**config.mk**
```make
export PLATFORM = sky130hd
export DESIGN_NAME = mem_port_arbiter_flat
export DESIGN_NICKNAME = d
export VERILOG_FILES = /design/src/rtl/mem_port_arbiter_if.sv /design/src/rtl/mem_port_arbiter.sv /design/src/flat_wrapper.sv
export SDC_FILE = /design/constraint.sdc
export NUM_CORES = 1
export LEC_CHECK = 0
export BUFFER_PORTS_ARGS = -buffer_cell sky130_fd_sc_hd__buf_2
export CORE_AREA = 2 2 106 108
export DETAILED_ROUTE_END_ITERATION = 7
export DIE_AREA = 0 0 108 110
export PLACE_DENSITY = 0.81
export SYNTH_ARGS = -nofsm -noshare
export SYNTH_HDL_FRONTEND = slang
export SYNTH_SLANG_ARGS = --single-unit
```
**constraint.sdc**
```tcl
create_clock -name clk -period 2.9 [get_ports clk]
set_input_delay 0.29 -clock clk [delete_from_list [all_inputs] [get_ports clk]]
set_output_delay 0.29 -clock clk [all_outputs]
set_load 0.02 [all_outputs]
```
**src/rtl/mem_port_arbiter_if.sv**
```systemverilog
// Handshake and memory-port bundle between the IF/MEM pipeline stages, the
// arbiter and the single-port data memory.
interface mem_port_arbiter_if #(
    parameter int unsigned ADDR_W = 32,
    parameter int unsigned DATA_W = 32
);
    logic              if_req;
    logic [ADDR_W-1:0] if_addr;
    logic              if_gnt;
    logic              if_rvalid;
    logic [DATA_W-1:0] if_rdata;

    logic              mem_req;
    logic              mem_we;
    logic [ADDR_W-1:0] mem_addr_in;
    logic [DATA_W-1:0] mem_wdata_in;
    logic              mem_gnt;
    logic              mem_rvalid;
    logic [DATA_W-1:0] mem_rdata_out;

    logic              stall_if;
    logic              stall_mem;

    logic              ram_en;
    logic              ram_we;
    logic [ADDR_W-1:0] ram_addr;
    logic [DATA_W-1:0] ram_wdata;
    logic [DATA_W-1:0] ram_rdata;

    // Arbiter side
    modport slave (
        input  if_req, if_addr, mem_req, mem_we, mem_addr_in, mem_wdata_in, ram_rdata,
        output if_gnt, if_rvalid, if_rdata, mem_gnt, mem_rvalid, mem_rdata_out,
        output stall_if, stall_mem, ram_en, ram_we, ram_addr, ram_wdata
    );

    // Pipeline stages plus memory side
    modport master (
        output if_req, if_addr, mem_req, mem_we, mem_addr_in, mem_wdata_in, ram_rdata,
        input  if_gnt, if_rvalid, if_rdata, mem_gnt, mem_rvalid, mem_rdata_out,
        input  stall_if, stall_mem, ram_en, ram_we, ram_addr, ram_wdata
    );
endinterface

```
**src/rtl/mem_port_arbiter.sv**
```systemverilog
// Arbitrates the single-port data memory between instruction fetch and the
// MEM stage, tracks the outstanding read and returns its data to the owner.
module mem_port_arbiter #(
    parameter int unsigned ADDR_W     = 32,
    parameter int unsigned DATA_W     = 32,
    parameter int unsigned RD_LAT     = 1,
    parameter int unsigned MAX_CONSEC = 4
) (
    input  logic                clk,
    input  logic                reset,
    mem_port_arbiter_if.slave   bus_io
);
    localparam int unsigned LAT_W  = 3;
    localparam int unsigned CONS_W = 4;

    typedef enum logic {
        IDLE    = 1'b0,
        RD_WAIT = 1'b1
    } state_e;

    typedef enum logic [1:0] {
        OWN_NONE = 2'd0,
        OWN_IF   = 2'd1,
        OWN_MEM  = 2'd2
    } owner_e;

    state_e              state_q, state_d;
    owner_e              owner_q, owner_d;
    logic [LAT_W-1:0]    lat_q, lat_d;
    logic [CONS_W-1:0]   consec_q, consec_d;
    logic [DATA_W-1:0]   if_rdata_q, if_rdata_d;
    logic [DATA_W-1:0]   mem_rdata_q, mem_rdata_d;

    logic done_c;
    logic can_gnt_c;
    logic if_win_c;
    logic mem_win_c;
    logic if_rv_c;
    logic mem_rv_c;

    // Completion cycle of the outstanding read; also the only RD_WAIT grant slot.
    assign done_c    = (state_q == RD_WAIT) && (lat_q == LAT_W'(RD_LAT));
    assign can_gnt_c = !reset && ((state_q == IDLE) || done_c);

    // MEM has priority until it has starved a waiting fetch MAX_CONSEC times.
    assign if_win_c  = can_gnt_c && bus_io.if_req &&
                       (!bus_io.mem_req || (consec_q == CONS_W'(MAX_CONSEC)));
    assign mem_win_c = can_gnt_c && bus_io.mem_req && !if_win_c;

    assign if_rv_c   = !reset && done_c && (owner_q == OWN_IF);
    assign mem_rv_c  = !reset && done_c && (owner_q == OWN_MEM);

    always_comb begin
        state_d     = state_q;
        owner_d     = owner_q;
        lat_d       = lat_q;
        consec_d    = consec_q;
        if_rdata_d  = if_rdata_q;
        mem_rdata_d = mem_rdata_q;

        if (state_q == RD_WAIT) begin
            if (done_c) begin
                state_d = IDLE;
                owner_d = OWN_NONE;
                lat_d   = '0;
            end else begin
                lat_d = lat_q + LAT_W'(1);
            end
        end

        // A new read (possibly on the completion cycle) overrides the return to IDLE.
        if (if_win_c) begin
            state_d = RD_WAIT;
            owner_d = OWN_IF;
            lat_d   = LAT_W'(1);
        end else if (mem_win_c && !bus_io.mem_we) begin
            state_d = RD_WAIT;
            owner_d = OWN_MEM;
            lat_d   = LAT_W'(1);
        end

        if (!bus_io.if_req || if_win_c) begin
            consec_d = '0;
        end else if (mem_win_c && (consec_q != CONS_W'(MAX_CONSEC))) begin
            consec_d = consec_q + CONS_W'(1);
        end

        if (if_rv_c) begin
            if_rdata_d = bus_io.ram_rdata;
        end
        if (mem_rv_c) begin
            mem_rdata_d = bus_io.ram_rdata;
        end
    end

    always_ff @(posedge clk or posedge reset) begin
        if (reset) begin
            state_q     <= IDLE;
            owner_q     <= OWN_NONE;
            lat_q       <= '0;
            consec_q    <= '0;
            if_rdata_q  <= '0;
            mem_rdata_q <= '0;
        end else begin
            state_q     <= state_d;
            owner_q     <= owner_d;
            lat_q       <= lat_d;
            consec_q    <= consec_d;
            if_rdata_q  <= if_rdata_d;
            mem_rdata_q <= mem_rdata_d;
        end
    end

    assign bus_io.if_gnt    = if_win_c;
    assign bus_io.mem_gnt   = mem_win_c;
    assign bus_io.if_rvalid  = if_rv_c;
    assign bus_io.mem_rvalid = mem_rv_c;

    // Read data is live on the completion cycle and held afterwards.
    assign bus_io.if_rdata      = if_rv_c  ? bus_io.ram_rdata : if_rdata_q;
    assign bus_io.mem_rdata_out = mem_rv_c ? bus_io.ram_rdata : mem_rdata_q;

    assign bus_io.ram_en    = if_win_c || mem_win_c;
    assign bus_io.ram_we    = mem_win_c && bus_io.mem_we;
    assign bus_io.ram_addr  = if_win_c  ? bus_io.if_addr :
                              mem_win_c ? bus_io.mem_addr_in : '0;
    assign bus_io.ram_wdata = mem_win_c ? bus_io.mem_wdata_in : '0;

    assign bus_io.stall_if  = !reset &&
        ((bus_io.if_req && !if_win_c) ||
         ((owner_q == OWN_IF) && (state_q == RD_WAIT) && !if_rv_c));
    assign bus_io.stall_mem = !reset &&
        ((bus_io.mem_req && !mem_win_c) ||
         ((owner_q == OWN_MEM) && (state_q == RD_WAIT) && !mem_rv_c));
endmodule

```
**src/flat_wrapper.sv**
```systemverilog
// flat-port wrapper written by rule: the top's interface ports become plain ports
module mem_port_arbiter_flat 
#(
    parameter int unsigned ADDR_W     = 32,
    parameter int unsigned DATA_W     = 32,
    parameter int unsigned RD_LAT     = 1,
    parameter int unsigned MAX_CONSEC = 4
)
  (clk, reset, bus_io_if_req, bus_io_if_addr, bus_io_mem_req, bus_io_mem_we, bus_io_mem_addr_in, bus_io_mem_wdata_in, bus_io_ram_rdata, bus_io_if_gnt, bus_io_if_rvalid, bus_io_if_rdata, bus_io_mem_gnt, bus_io_mem_rvalid, bus_io_mem_rdata_out, bus_io_stall_if, bus_io_stall_mem, bus_io_ram_en, bus_io_ram_we, bus_io_ram_addr, bus_io_ram_wdata);
  mem_port_arbiter_if #(.ADDR_W(ADDR_W), .DATA_W(DATA_W)) bus_io_i ();
  input  logic clk;
  input  logic reset;
  input wire logic [$bits(bus_io_i.if_req)-1:0] bus_io_if_req;
  input wire logic [$bits(bus_io_i.if_addr)-1:0] bus_io_if_addr;
  input wire logic [$bits(bus_io_i.mem_req)-1:0] bus_io_mem_req;
  input wire logic [$bits(bus_io_i.mem_we)-1:0] bus_io_mem_we;
  input wire logic [$bits(bus_io_i.mem_addr_in)-1:0] bus_io_mem_addr_in;
  input wire logic [$bits(bus_io_i.mem_wdata_in)-1:0] bus_io_mem_wdata_in;
  input wire logic [$bits(bus_io_i.ram_rdata)-1:0] bus_io_ram_rdata;
  output wire logic [$bits(bus_io_i.if_gnt)-1:0] bus_io_if_gnt;
  output wire logic [$bits(bus_io_i.if_rvalid)-1:0] bus_io_if_rvalid;
  output wire logic [$bits(bus_io_i.if_rdata)-1:0] bus_io_if_rdata;
  output wire logic [$bits(bus_io_i.mem_gnt)-1:0] bus_io_mem_gnt;
  output wire logic [$bits(bus_io_i.mem_rvalid)-1:0] bus_io_mem_rvalid;
  output wire logic [$bits(bus_io_i.mem_rdata_out)-1:0] bus_io_mem_rdata_out;
  output wire logic [$bits(bus_io_i.stall_if)-1:0] bus_io_stall_if;
  output wire logic [$bits(bus_io_i.stall_mem)-1:0] bus_io_stall_mem;
  output wire logic [$bits(bus_io_i.ram_en)-1:0] bus_io_ram_en;
  output wire logic [$bits(bus_io_i.ram_we)-1:0] bus_io_ram_we;
  output wire logic [$bits(bus_io_i.ram_addr)-1:0] bus_io_ram_addr;
  output wire logic [$bits(bus_io_i.ram_wdata)-1:0] bus_io_ram_wdata;
  assign bus_io_i.if_req = bus_io_if_req;
  assign bus_io_i.if_addr = bus_io_if_addr;
  assign bus_io_i.mem_req = bus_io_mem_req;
  assign bus_io_i.mem_we = bus_io_mem_we;
  assign bus_io_i.mem_addr_in = bus_io_mem_addr_in;
  assign bus_io_i.mem_wdata_in = bus_io_mem_wdata_in;
  assign bus_io_i.ram_rdata = bus_io_ram_rdata;
  assign bus_io_if_gnt = bus_io_i.if_gnt;
  assign bus_io_if_rvalid = bus_io_i.if_rvalid;
  assign bus_io_if_rdata = bus_io_i.if_rdata;
  assign bus_io_mem_gnt = bus_io_i.mem_gnt;
  assign bus_io_mem_rvalid = bus_io_i.mem_rvalid;
  assign bus_io_mem_rdata_out = bus_io_i.mem_rdata_out;
  assign bus_io_stall_if = bus_io_i.stall_if;
  assign bus_io_stall_mem = bus_io_i.stall_mem;
  assign bus_io_ram_en = bus_io_i.ram_en;
  assign bus_io_ram_we = bus_io_i.ram_we;
  assign bus_io_ram_addr = bus_io_i.ram_addr;
  assign bus_io_ram_wdata = bus_io_i.ram_wdata;
  mem_port_arbiter #(.ADDR_W(ADDR_W), .DATA_W(DATA_W), .RD_LAT(RD_LAT), .MAX_CONSEC(MAX_CONSEC)) u_core (.clk(clk), .reset(reset), .bus_io(bus_io_i));
endmodule
```
==> After elaboration in Yosys (flattened, before gate mapping) <==
Cells that the tools add are included.
{ "totals": {"in_bits": 133, "output_inout_bits": 136, "ff_bits": 74, "wordCells": 71} }
{ "classes": {"n_bitwise": 1, "n_mux": 19, "n_eq_ne": 5, "n_addsub": 2, "n_reduce_logical": 38} }
{ "op_table": {"columns": ["operator", "n"], "rows": [
  ["32-bit 2-to-1 mux", 5],
  ["1-bit logical AND", 20],
  ["3-bit 2-to-1 mux", 4],
  ["1-bit zero test", 8],
  ["2-bit 2-to-1 mux", 4],
  ["4-bit 2-to-1 mux", 2],
  ["1-bit logical OR", 6],
  ["3-bit nonzero test", 2],
  ["4-bit by 1-bit adder with 4-bit output, second input constant", 1],
  ["4-bit by 3-bit equality test with 1-bit output, second input constant", 1],
  ["1-bit 2-to-1 mux", 4],
  ["4-bit by 3-bit inequality test with 1-bit output, second input constant", 1],
  ["3-bit by 1-bit adder with 3-bit output, second input constant", 1],
  ["3-bit by 1-bit equality test with 1-bit output, second input constant", 1],
  ["2-bit by 1-bit equality test with 1-bit output, second input constant", 1],
  ["2-bit equality test, second input constant", 1],
  ["2-bit AND reduction", 1],
  ["2-bit nonzero test", 1],
  ["1-bit inverter", 1]
]} }

==> Longest topological paths before layout <==
{ "logic_depth": {"depth_word": 12, "mapped_depth": 8, "ltp_nobuf": 6} }

==> Worst setup path after synthesis <==
OpenSTA, ideal clock, no wires.
{ "synth_timing": {"kind": "register to output", "start": "reg u_core.consec_q[0]", "end": "out bus_io_ram_addr[10]", "required_time_ns": 2.610, "path_stages_with_launch": 9, "t_arrival_ns": 1.659, "n_path_buf": 2, "setup_slack_ns": 0.951, "cell_sequence": "dfrtp_1 inv_1 ha_1 and4b_4 or2_2 buf_2 buf_6 nand2_1 a21oi_1"} }
{ "synth_between": {"elab_chain_cells": 7} }
{ "synth_rtl": {"columns": ["item", "line_no", "rtl"], "rows": [
  ["start, declared", "mem_port_arbiter.sv:30", "logic [CONS_W-1:0] consec_q, consec_d;"],
  ["start signal, assigned", "mem_port_arbiter.sv:108", "consec_q <= consec_d;"],
  ["4-bit by 3-bit equality test with 1-bit output *", "mem_port_arbiter.sv:47", "(!bus_io.mem_req || (consec_q == CONS_W'(MAX_CONSEC)));"],
  ["1-bit logical OR *", "mem_port_arbiter.sv:47", null],
  ["1-bit logical AND *", "mem_port_arbiter.sv:46", "assign if_win_c = can_gnt_c && bus_io.if_req &&"],
  ["1-bit zero test", "mem_port_arbiter.sv:48", "assign mem_win_c = can_gnt_c && bus_io.mem_req && !if_win_c;"],
  ["1-bit logical AND", "mem_port_arbiter.sv:48", null],
  ["32-bit 2-to-1 mux", "mem_port_arbiter.sv:126", "mem_win_c ? bus_io.mem_addr_in : '0;"],
  ["32-bit 2-to-1 mux *", "mem_port_arbiter.sv:125", "assign bus_io.ram_addr = if_win_c ? bus_io.if_addr :"],
  ["end, declared", "flat_wrapper.sv:30", "output wire logic [$bits(bus_io_i.ram_addr)-1:0] bus_io_ram_addr;"]
]} }
Mark *: on every way between the ends. The rest lies on a longest branch, timed or not.

==> Worst setup path after layout <==
{ "layout_timing": {"start": "reg u_core.consec_q[0]", "end": "out bus_io_ram_addr[0]"} }
The elaborated chain is that of the path after synthesis.

==> results.md <==
* Crit path kind: flop to output port
* Number of enable flip-flop cells after synthesis at 0
* Total global-route track usage at ~17%
* Post-synthesis simple-gate area fraction at approximately a fifth
* Clock-pin slew on the worst setup and hold paths at about 0.08 ns
* Cells after Synth at around 360
* # rows at 38
* Die area at around 12000 µm²
* Area Overhead vs Synth at 40.4%
* Crit share post-route at approximately 91%
* PwrDens at about 900 nW/µm²
* Total wire length at 10.9 mm
* Setup TNS at 0 ns
* Clock buffer count from CTS at 9
* Max rail drop VDD at between 0.4 and 0.5 mV
* Crit end category: output port
* Clock skew at 0.00658 ns
* Finished Core Util at between 50% and 60%
* Synth cell count leaders: dfrtp_1 (74), mux2_2 (65), nand2_1 (40), nand3_1 (38), a21oi_1 (36)
* CTS Sinks at 74
* Largest family of logic cells by synthesized area: simple AND/OR/NAND/NOR gates
* Initial DRC count at 163
* Initial core utilization at 36.4%
* Fin crit period at roughly 2.6 ns
* Post-DP HPWL at roughly 8.5 mm
* Post-CTS Setup Inserts at 0
* Final Max Slew Viols at 0
* Max-Cap Viols at 0
* Syn nets at 500
* Yosys warns at 0
* Yosys reg bits at 74
* Cells on worst reg2reg path at 7
* Post-synthesis compound-gate area fraction at 6.97%
* Headroom to the max-slew limit at around half
* Top-count cell post-synth: dfrtp_1
* Hold WC Path Type: primary input to asynchronous set/reset pin
* Vias in the first global route at roughly 3400
* WL per Instance at between 10 and 15 µm
* Cts hold-fix bufs at 0
* Synth Cell Area at just under 4000 µm²
* Mean area per synthesized cell at 10.7 µm²
* Overall Power at 4.87 mW
* Global route overflow at 0
* Num ports at around 270
* Nature of the critical path startpoint: flop
* Die Width at 108 µm
* Global-route wire length before repair at between 15 and 20 mm
* CTS tree: built
* Fin. Hold Viols at 0
* Layout cells sized above 1 at 59.9%
* CP required at around 2.6 ns
* Core ar. at 10700 µm²
* # resized after CTS at 0
* Post-Synth XOR/XNOR Area at 0%
* Die H at approximately 110 µm
* Number of detailed-route iterations in the first pass at 4
* Synth cell types at 33
* Synth area leader: dfrtp_1
* Sequential area share after synthesis at ~48%
* H-tree depth at 3
* Top FF cell, synth: dfrtp_1
* RSZ-0062 raised after global routing: false
* Initial antenna violation count at 0
* Place WS at roughly 0.63 ns
* Residual DRC at 0
* Setup violators final at 0
* Reg-to-reg endpoint: u_core.consec_q[3]
* CTS root buffer: clkbuf_8
* Top-area cell type share of the netlist area at 47.5%
* R2r startpoint: u_core.lat_q[1]
* Lkg Pwr at around 3.0 nW
* Antenna Diode Count at 0
* Pin count of the biggest net entering global routing at 39
* Worst-skew pair later-pin latency at between 0.3 and 0.4 ns
* Synth area leaders: dfrtp_1 (48%), mux2_2 (19%), nand3_1 (4.9%)
* Number of fill cells at a little under 1000
* Total number of vias at 3670
* Maximum clock path buffer count at 2
* Adder-cell share of the synthesized area at 1.28%
* Crit path max fanout at 32
* Post-DRT Antenna Nets at 0
* Asr flop ratio synth at 100%
* Port bufs at between 200 and 300
* Final net count at approximately 760
* Worst-margin pin slew at 0.728 ns
* FMAX at about 380 MHz
* WP data arrival at between 2 and 2.5 ns
* Routability cong. at ~0.74
* Mux cell area share after synthesis at a little under a fifth
* Outcome: finished clean
* Via density at 4.79
* Post-route setup slack at between 0.2 and 0.3 ns
* R2R Setup Slk at 0.84 ns
layer usage:
| metal | track usage (%) | routed length (µm) |
|---|---|---|
| met4 | 4.85 | 147 |
| met2 | 29.4 | 5460 |
| met3 | 3.88 | 753 |
| met1 | 22.0 | 4530 |
| met5 | 0 | 0 |
logic make-up after synthesis:
kind of cell / Yosys count
mux: 65
compound gates: 51
simple gates: 135
buf+inv: 34
fa+ha+maj: 4
flops: 74
flip-flops by register name (all words and copies together), names as in the netlist:
name / cells
u_core.consec_q: 4
u_core.lat_q: 3
u_core.mem_rdata_q: 32
u_core.if_rdata_q: 32
u_core.state_q: 1
u_core.owner_q: 2
power breakdown:
group          total (mW)  internal (mW)  switching (mW)
logic                2.38          0.929            1.45
registers            1.62           1.48           0.141
clock network       0.878          0.488           0.390
total                4.87           2.89            1.98
how the worst max path moves through the flow:
stage	startpoint	endpoint	slack, ns	cells past startpoint
3_3_place_gp	u_core.consec_q[0]	bus_io_ram_addr[0]	0.72	7
5_1_grt	u_core.consec_q[0]	bus_io_ram_addr[0]	0.1	7
4_1_cts	u_core.consec_q[0]	bus_io_ram_addr[0]	0.25	7
2_1_floorplan	reset	u_core.consec_q[0]	0.54	2
3_5_place_dp	u_core.consec_q[0]	bus_io_ram_addr[0]	0.63	7
6_report	u_core.consec_q[0]	bus_io_ram_addr[0]	0.27	7
layout make-up:
cell class	instances	area, µm²	share of cell area (%)
Clock buffer	10	128	2.33
Clock inverter	6	90.1	1.65
Inverter	6	22.5	0.412
Multi-Input combinational cell	255	1810	33.1
Sequential cell	74	1850	33.9
Tap cell	140	175	3.20
Timing Repair Buffer	275	1390	25.5
worst max-delay path, cell delays in order (launching register included):
cell     delay [ns]
dfrtp_1        0.41
inv_1          0.09
ha_1           0.15
and4b_4        0.29
or2_2          0.50
nand2_1        0.21
a21oi_1        0.16
buf_2          0.18
stage by stage:
stage	area, µm²	hold WS [ns]	std cells
3_5_place_dp	5250	0.480	750
2_1_floorplan	3890	0.490	363
3_3_place_gp	5250	0.473	750
5_1_grt	5470	0.185	766
4_1_cts	5470	0.192	766
6_report	5470	0.171	766
layout by cell type, fill, tap and decap left out, types with 2 or more instances in the layout:
master and n:
and2_1 25, o21ai_0 9, dfrtp_1 74, buf_4 7, nor2b_1 4, bufinv_16 2
nor2_1 6, clkbuf_8 9, buf_2 268, and2_4 9, ha_1 4, nand3_1 38
mux2_2 65, nand2_2 2, a21oi_1 36, nand2_1 40, inv_1 5
Note: power is estimated with default switching activity, not from simulation.
